$ cat src/rtl/arith_pkg.sv
// Shared types and constants for the arithmetic issue stage: operand width,
// FSM state encoding and compare-flag bit positions.
package arith_pkg;

   localparam int ARITH_W = 4;

   typedef enum logic [1:0] {
      IDLE = 2'd0,
      EVAL = 2'd1,
      HOLD = 2'd2
   } state_t;

   localparam int CMP_EQ = 0;
   localparam int CMP_NE = 1;
   localparam int CMP_LT = 2;
   localparam int CMP_LE = 3;
   localparam int CMP_GE = 4;
   localparam int CMP_GT = 5;

   // A consistent flag vector always has each complementary pair differing.
   function automatic logic flags_bad(input logic [5:0] cmp);
      return (cmp[CMP_EQ] == cmp[CMP_NE]) ||
             (cmp[CMP_LT] == cmp[CMP_GE]) ||
             (cmp[CMP_GT] == cmp[CMP_LE]);
   endfunction

endpackage

$ cat src/rtl/arith_opnd_fifo.sv
// Synchronous operand FIFO; pointers carry one extra wrap bit so full and
// empty are distinguished without a separate counter.
module arith_opnd_fifo #(
   parameter int DW    = 8,
   parameter int DEPTH = 4
) (
   input  logic                     clk,
   input  logic                     rst,
   input  logic                     push,
   input  logic [DW-1:0]            push_data,
   input  logic                     pop,
   output logic [DW-1:0]            pop_data,
   output logic                     full,
   output logic                     empty,
   output logic [$clog2(DEPTH):0]   count
);

   localparam int AW = $clog2(DEPTH);

   logic [AW:0]   wr_ptr_q, wr_ptr_d;
   logic [AW:0]   rd_ptr_q, rd_ptr_d;
   logic [DW-1:0] mem_q [DEPTH];
   logic          do_push, do_pop;

   assign full     = (wr_ptr_q[AW] != rd_ptr_q[AW]) &&
                     (wr_ptr_q[AW-1:0] == rd_ptr_q[AW-1:0]);
   assign empty    = (wr_ptr_q == rd_ptr_q);
   assign count    = wr_ptr_q - rd_ptr_q;
   assign pop_data = mem_q[rd_ptr_q[AW-1:0]];

   always_comb begin
      do_push  = push && !full;
      do_pop   = pop && !empty;
      wr_ptr_d = wr_ptr_q + {{AW{1'b0}}, do_push};
      rd_ptr_d = rd_ptr_q + {{AW{1'b0}}, do_pop};
   end

   always_ff @(posedge clk) begin
      if (rst) begin
         wr_ptr_q <= '0;
         rd_ptr_q <= '0;
      end else begin
         wr_ptr_q <= wr_ptr_d;
         rd_ptr_q <= rd_ptr_d;
      end
   end

   always_ff @(posedge clk) begin
      if (do_push) mem_q[wr_ptr_q[AW-1:0]] <= push_data;
   end

endmodule

$ cat src/rtl/arith_issue_stage.sv
// Issue stage in front of the combinational arith unit: operand FIFO, operand
// register, result register. Optional counters under ARITH_ISSUE_STATS_EN.
module arith_issue_stage
   import arith_pkg::*;
#(
   parameter int W     = ARITH_W,
   parameter int DEPTH = 4
) (
   input  logic           clk,
   input  logic           rst,
   input  logic           in_valid,
   output logic           in_ready,
   input  logic [W-1:0]   in_a,
   input  logic [W-1:0]   in_b,
   output logic [W-1:0]   arith_a,
   output logic [W-1:0]   arith_b,
   input  logic [2*W-1:0] res_p,
   input  logic [2*W-1:0] res_q,
   input  logic [2*W-1:0] res_r,
   input  logic [5:0]     res_cmp,
   output logic           out_valid,
   input  logic           out_ready,
   output logic [2*W-1:0] out_p,
   output logic [2*W-1:0] out_q,
   output logic [2*W-1:0] out_r,
   output logic [5:0]     out_cmp,
   output logic           err
`ifdef ARITH_ISSUE_STATS_EN
   ,
   output logic [15:0]    stat_cnt,
   output logic [15:0]    stat_stall
`endif
);

   localparam int CNT_W = $clog2(DEPTH) + 1;

   // Handshakes: a transfer happens on a rising edge where valid and ready
   // are both high; valid holds its payload stable until that edge.
   state_t           state_q, state_d;
   logic [W-1:0]     a_q, a_d, b_q, b_d;
   logic             out_valid_q, out_valid_d;
   logic [2*W-1:0]   out_p_q, out_p_d, out_q_q, out_q_d, out_r_q, out_r_d;
   logic [5:0]       out_cmp_q, out_cmp_d;
   logic             err_q, err_d;
   logic             fifo_pop, fifo_full, fifo_empty;
   logic [2*W-1:0]   fifo_head;
   logic [CNT_W-1:0] fifo_count;

   // in_ready comes straight from the FIFO pointer flops, so a pop in the same
   // cycle cannot open a slot for a push while full.
   assign in_ready = (fifo_count != CNT_W'(DEPTH));

   arith_opnd_fifo #(.DW(2*W), .DEPTH(DEPTH)) u_fifo (
      .clk       (clk),
      .rst       (rst),
      .push      (in_valid && in_ready),
      .push_data ({in_a, in_b}),
      .pop       (fifo_pop),
      .pop_data  (fifo_head),
      .full      (fifo_full),
      .empty     (fifo_empty),
      .count     (fifo_count)
   );

   always_comb begin
      state_d     = state_q;
      a_d         = a_q;
      b_d         = b_q;
      out_valid_d = out_valid_q;
      out_p_d     = out_p_q;
      out_q_d     = out_q_q;
      out_r_d     = out_r_q;
      out_cmp_d   = out_cmp_q;
      err_d       = err_q;
      fifo_pop    = 1'b0;
      case (state_q)
         IDLE: begin
            if (!fifo_empty) begin
               fifo_pop = 1'b1;
               a_d      = fifo_head[2*W-1:W];
               b_d      = fifo_head[W-1:0];
               state_d  = EVAL;
            end
         end
         EVAL: begin
            out_p_d     = res_p;
            out_q_d     = res_q;
            out_r_d     = res_r;
            out_cmp_d   = res_cmp;
            out_valid_d = 1'b1;
            err_d       = err_q || flags_bad(res_cmp);
            state_d     = HOLD;
         end
         HOLD: begin
            if (out_ready) begin
               out_valid_d = 1'b0;
               if (!fifo_empty) begin
                  fifo_pop = 1'b1;
                  a_d      = fifo_head[2*W-1:W];
                  b_d      = fifo_head[W-1:0];
                  state_d  = EVAL;
               end else begin
                  state_d  = IDLE;
               end
            end
         end
         default: state_d = IDLE;
      endcase
   end

   always_ff @(posedge clk) begin
      if (rst) begin
         state_q     <= IDLE;
         a_q         <= '0;
         b_q         <= '0;
         out_valid_q <= 1'b0;
         out_p_q     <= '0;
         out_q_q     <= '0;
         out_r_q     <= '0;
         out_cmp_q   <= '0;
         err_q       <= 1'b0;
      end else begin
         state_q     <= state_d;
         a_q         <= a_d;
         b_q         <= b_d;
         out_valid_q <= out_valid_d;
         out_p_q     <= out_p_d;
         out_q_q     <= out_q_d;
         out_r_q     <= out_r_d;
         out_cmp_q   <= out_cmp_d;
         err_q       <= err_d;
      end
   end

   assign arith_a   = a_q;
   assign arith_b   = b_q;
   assign out_valid = out_valid_q;
   assign out_p     = out_p_q;
   assign out_q     = out_q_q;
   assign out_r     = out_r_q;
   assign out_cmp   = out_cmp_q;
   assign err       = err_q;

   fifo_full_chk: assert property (@(posedge clk) disable iff (rst)
      fifo_full == (fifo_count == CNT_W'(DEPTH)));

`ifdef ARITH_ISSUE_STATS_EN
   logic [15:0] stat_cnt_q, stat_cnt_d, stat_stall_q, stat_stall_d;

   always_comb begin
      stat_cnt_d   = stat_cnt_q;
      stat_stall_d = stat_stall_q;
      if (out_valid_q && out_ready && (stat_cnt_q != 16'hFFFF))
         stat_cnt_d = stat_cnt_q + 16'd1;
      if (out_valid_q && !out_ready && (stat_stall_q != 16'hFFFF))
         stat_stall_d = stat_stall_q + 16'd1;
   end

   always_ff @(posedge clk) begin
      if (rst) begin
         stat_cnt_q   <= '0;
         stat_stall_q <= '0;
      end else begin
         stat_cnt_q   <= stat_cnt_d;
         stat_stall_q <= stat_stall_d;
      end
   end

   assign stat_cnt   = stat_cnt_q;
   assign stat_stall = stat_stall_q;
`endif

endmodule

$ cat config.mk
export PLATFORM = sky130hd
export DESIGN_NAME = arith_issue_stage
export DESIGN_NICKNAME = d
export VERILOG_FILES = /design/src/rtl/arith_pkg.sv /design/src/rtl/arith_opnd_fifo.sv /design/src/rtl/arith_issue_stage.sv
export SDC_FILE = /design/constraint.sdc
export NUM_CORES = 1
export LEC_CHECK = 0
export BUFFER_PORTS_ARGS = -buffer_cell sky130_fd_sc_hd__buf_2
export CORE_ASPECT_RATIO = 1.1
export CORE_UTILIZATION = 55
export DETAILED_ROUTE_END_ITERATION = 10
export PLACE_DENSITY_LB_ADDON = 0.25
export SYNTH_ARGS = -nofsm -noshare
export SYNTH_HDL_FRONTEND = slang
export SYNTH_SLANG_ARGS = --single-unit
$ cat constraint.sdc
create_clock -name clk -period 5.4 [get_ports clk]
set_input_delay 0.27 -clock clk [delete_from_list [all_inputs] [get_ports clk]]
set_output_delay 0.27 -clock clk [all_outputs]
set_load 0.005 [all_outputs]
* Word level (Yosys, flattened, before mapping)
Memory sizes are Yosys's and may differ from the RTL's. A register that Yosys moved wholly into a read port is not among the register bits.
Cells that the tools add are included.
** Storage, ports and cells
- Flip-flop bits (word level) :: 48
- Bits in writable memories :: 32
- Bits of input ports :: 42
- Output and inout port bits :: 41
- Memories :: 1
** Memory list
- u_fifo.mem_q :: depth 4, bits a word 8, read ports 1, clocked after Yosys merged registers in 1, wr ports 1, RTL line arith_opnd_fifo.sv:22 : logic [DW-1:0] mem_q [DEPTH];
** Operators by class
- Add/sub/neg operators :: 3
- Equality and inequality tests :: 11
- Mux-type cells :: 18
- Reductions and logical operators :: 15
** Operators with widths (count)
- 4-bit 2-to-1 mux :: 4
- 4-bit case mux with 2 select lines :: 2
- 3-bit by 1-bit adder with 3-bit output :: 2
- 1-bit 2-to-1 mux :: 6
- 2-bit 2-to-1 mux :: 3
- 2-bit case mux with 3 select lines :: 1
- 2-bit AND reduction :: 3
- 1-bit logical AND :: 4
- 2-bit inequality test, second input constant :: 2
- 1-bit case mux with 2 select lines :: 2
- 2-bit nonzero test :: 2
- 1-bit == test :: 3
- 3-bit == test :: 1
- 1-bit logical OR :: 3
- 3-bit inequality test, second input constant :: 1
- 3-bit subtractor :: 1
- 2-bit by 1-bit == test with 1-bit output, second input constant :: 1
- 2-bit == test :: 1
- 2-bit == test, second input constant :: 1
- 1-bit logical NOT :: 2
- 2-bit logical NOT :: 1
- 1-bit inequality test :: 1

* Depth between registers and ports, before layout
- Depth in word-level cells :: 7
- Mapped depth :: 10
- Mapped depth without buffers :: 9

* Hierarchy
Synthesis repeated with hierarchy kept, for this count alone.
** Unflattened totals
- Cell total of the unflattened synthesis :: 275
- Area, all modules :: 3072.9 um^2
** Modules (own cells, without submodules)
- arith_issue_stage :: instances 1, cells an instance 193, area an instance 1537.7 um^2
- arith_opnd_fifo :: instances 1, cells an instance 82, area an instance 1535.2 um^2

* Worst setup path after synthesis
OpenSTA, ideal clock, no wires.
- Kind :: register to register
- From :: reg u_fifo.rd_ptr_q[1]
- To :: mem u_fifo.mem_q[2][0], enable pin
- Setup time :: 0.398 ns
- Data arrival time :: 2.292 ns
- Data required time :: 5.002 ns
- Path slack :: 2.711 ns
- Cell stages (with the launch flop) :: 7
- Path through :: dfxtp_1 -> clkbuf_1 -> inv_1 -> ha_1 -> and2_0 -> a21boi_0 -> nor4b_1
** Between the ends
- Word-level cells in the longest chain between the ends :: 6
** Ends and longest elaborated chain
- from (decl) :: RTL line arith_opnd_fifo.sv:21 : logic [AW:0] rd_ptr_q, rd_ptr_d;
- from (signal assigned) :: RTL line arith_opnd_fifo.sv:44 : rd_ptr_q <= rd_ptr_d;
- 3-bit subtractor or 2-bit == test (tied branches) :: RTL line arith_opnd_fifo.sv:28, arith_opnd_fifo.sv:26
- 3-bit inequality test or 1-bit logical AND (tied branches) :: RTL line arith_issue_stage.sv:51, arith_opnd_fifo.sv:25
- 1-bit logical AND or 1-bit logical NOT (tied branches) :: RTL line arith_issue_stage.sv:56, arith_opnd_fifo.sv:32
- 1-bit logical AND * :: RTL line arith_opnd_fifo.sv:32 : do_push = push && !full;
- 1-bit 2-to-1 mux * :: RTL line arith_opnd_fifo.sv:49 : if (do_push) mem_q[wr_ptr_q[AW-1:0]] <= push_data;
- 1-bit 2-to-1 mux (implied by the code) * :: RTL line arith_opnd_fifo.sv:49
- to (decl) :: RTL line arith_opnd_fifo.sv:22
Mark *: on every way between the ends. The rest lies on a longest branch, timed or not.

* Worst setup path after layout
- From :: reg u_fifo.rd_ptr_q[0]
- To :: mem u_fifo.mem_q[3][3], enable pin
Same word-level chain as after synthesis.

==> results.json <==
{
  "outcome": "complete, no violations",
  "ys_ff_latch": 80,
  "track_usage": 0.2050,
  "wl_per_cell_um": 13.26,
  "clkLatencyLatePin_ps": 350,
  "cp_max_fo": 12,
  "fin_area_um2": 3781,
  "viasPerCell": 5.036,
  "antenna_found_initial": 0,
  "critPathLaunchType": "flip-flop",
  "hold_path.class": "in2reg",
  "numCtsBuffers": 9,
  "port_buffers": 82,
  "cap_violations": 0,
  "grt_pass1_wl_um": 8963,
  "min-delay-start": "in_a[2]",
  "seqCellArea_um2": 1922,
  "utilization": 0.6919,
  "crit_chain": "ha_1 -> and2_0 -> a21boi_0 -> nor3_1",
  "period_needed_ps": 2961,
  "place_inst": 425,
  "htree_levels": 3,
  "p_leak_nw": 1.562,
  "hold_buffers": 0,
  "drtIter0Drc": 101,
  "post_cts_buffers": 0,
  "multi_input_area_um2": 1097,
  "place_congestion": 0.7458,
  "drtPass1Iterations": 4,
  "dieArea_um2": 6033,
  "skew_ps": 6.992,
  "endpoint_kind": "flip-flop",
  "ys.flop_type": "dfxtp_1",
  "core_um2": 5465,
  "worstHoldPathCells": 1,
  "hold_viol": 0,
  "ant_nets": 0,
  "clk_root_buffer_cell": "clkbuf_8",
  "num_rows": 28,
  "grt_pass1_vias": 1991,
  "num_vias": 2221,
  "whs_endpoint": "u_fifo.mem_q[2][6]",
  "finalNetCount": 409,
  "drive_above_1_share": 0.3197,
  "io_pins": 83,
  "fin_cells": 441,
  "place_area_um2": 3595,
  "cts_resized": 0,
  "cts_buffer_depth": 2,
  "worst_hold_slack_ps": 135.9,
  "final_cell_mix": "buf_2 (82), nand2_1 (62), dfxtp_1 (48)",
  "crit_required_ps": 5370,
  "grt_remaining_overflow": 0,
  "area_growth_pct": 20.06,
  "slew_headroom": 0.1960,
  "tightest_slew_ps": 1201,
  "max_stage_delay_ps": 930,
  "syn_area_um2": 3149,
  "syn_nets": 331,
  "fillCellCount": 440,
  "synth.yosys.seq_area_share": 0.6103,
  "worstReg2RegStart": "u_fifo.rd_ptr_q[0]",
  "worstRegToRegCells": 4,
  "p_per_area_nw_per_um2": 459.1,
  "mostFrequentLayoutCell": "buf_2",
  "fp.dieW_um": 74.15,
  "cp_slowest_cell": "nor3_1",
  "clk_pin_slew_worst_paths_ps": 80,
  "die_h_um": 81.37,
  "synth_edf_count": 32,
  "crit_family": "simple AND/OR/NAND/NOR gates",
  "grt_max_degree": 49,
  "crit_arrival_ps": 2930,
  "synth.avg_cell_area_um2": 11.13,
  "cp_num_buf_inv": 0,
  "hpwl_um": 3946,
  "max-vdd-ir-drop_mv": 0.2688,
  "async_reset_ff_frac": 0,
  "final-setup-viol-count": 0,
  "synthCells": 283,
  "timing.rr.end": "u_fifo.mem_q[3][3]",
  "synth_warnings": 0,
  "tns_ps": 0,
  "start_util": 0.5762,
  "yosysUniqueCellTypes": 28,
  "cts_tree": "done",
  "r2r_setup_slack_ps": 2440,
  "antenna-diode-count": 0,
  "rsz0062_at_grt": "no",
  "finalMaxSlewViolations": 0,
  "max_freq_ghz": 0.3377,
  "timing.final.crit_share": 0.5484,
  "post-route-drc-count": 0,
  "clock-sinks": 80,
  "routed_wl_um": 5848,
  "critical_path_class": "reg2reg"
}
-- stage by stage --
step                worst slack (ps)  power, mW
finish                          2439      1.736
detailed placement              2383      1.335
floorplan                       2711      1.177
global placement                2504      1.316
CTS                             2367      1.749
global route                    2117      1.847
-- cell usage after synthesis (6+ instances only) --
cell type  instances  share of area
dfxtp_1           48           0.31
inv_1             13          0.015
clkbuf_1          14          0.017
nand3_1            8          0.013
o21ai_0            9          0.014
mux4_2             8          0.057
nor2b_1           14          0.028
ha_1               6          0.024
xnor2_1            6          0.017
edfxtp_1          32           0.31
a21oi_1           32          0.051
nand2_1           62          0.074
o211ai_2           8          0.032
-- routing by layer --
layer	track usage	vias to the layer above	share of wire
met2	0.3464	60	0.50
met1	0.2397	1024	0.44
li1	-	1128	-
met5	0	-	0
met3	0.04094	9	0.043
met4	0.1212	0	0.021
-- state kept, by name, summed over array words and instances, names as in the netlist --
register         count
u_fifo.mem_q        32
out_cmp              6
out_q                8
u_fifo.wr_ptr_q      3
u_fifo.rd_ptr_q      3
arith_a              4
err                  1
out_valid            1
out_r                8
arith_b              4
state_q              2
out_p                8
-- cell families after synthesis --
logic type / count (synthesis) / synth area share
XOR/XNOR: 6 / 0.01669
buffers and inverters: 31 / 0.04211
multiplexers: 8 / 0.05721
AND/OR/NAND/NOR: 99 / 0.1422
flip-flops: 80 / 0.6102
AO/OA/AOI/OAI: 53 / 0.1077
adder cells (fa/ha/maj): 6 / 0.02384
-- final cells by class --
type                       count  share of cell area
multi-input combinational    172              0.2902
sequential                    80              0.5083
clock inverter                 7             0.01655
tap                           75             0.02482
clock buffer                   9             0.03276
inverter                      13             0.01291
timing repair buffer          85              0.1145
-- worst register-to-register path: cells and delay by family, from the launching register on --
family	cells	cell delay, ps
and+or+nand+nor	2	1260
DFF	1	710
AOI/OAI and AO/OA	1	290
adders and majority gates	1	330
-- power breakdown --
part	internal, mW	switching (mW)	total [mW]
logic	0.222	0.272	0.495
registers	0.747	0.0767	0.823
clock network	0.209	0.209	0.417
-- worst max path at each step --
stage	startpoint	endpoint	slack (ps)	depth (start not counted)
2_1_floorplan	u_fifo.rd_ptr_q[1]	u_fifo.mem_q[2][0]	2710	6
3_3_place_gp	u_fifo.rd_ptr_q[0]	u_fifo.mem_q[3][2]	2500	4
3_5_place_dp	u_fifo.rd_ptr_q[0]	u_fifo.mem_q[3][6]	2380	4
4_1_cts	u_fifo.rd_ptr_q[0]	u_fifo.mem_q[3][3]	2370	4
5_1_grt	u_fifo.rd_ptr_q[0]	u_fifo.mem_q[3][3]	2120	4
6_report	u_fifo.rd_ptr_q[0]	u_fifo.mem_q[3][3]	2440	4
(Power assumes the default switching activity.)
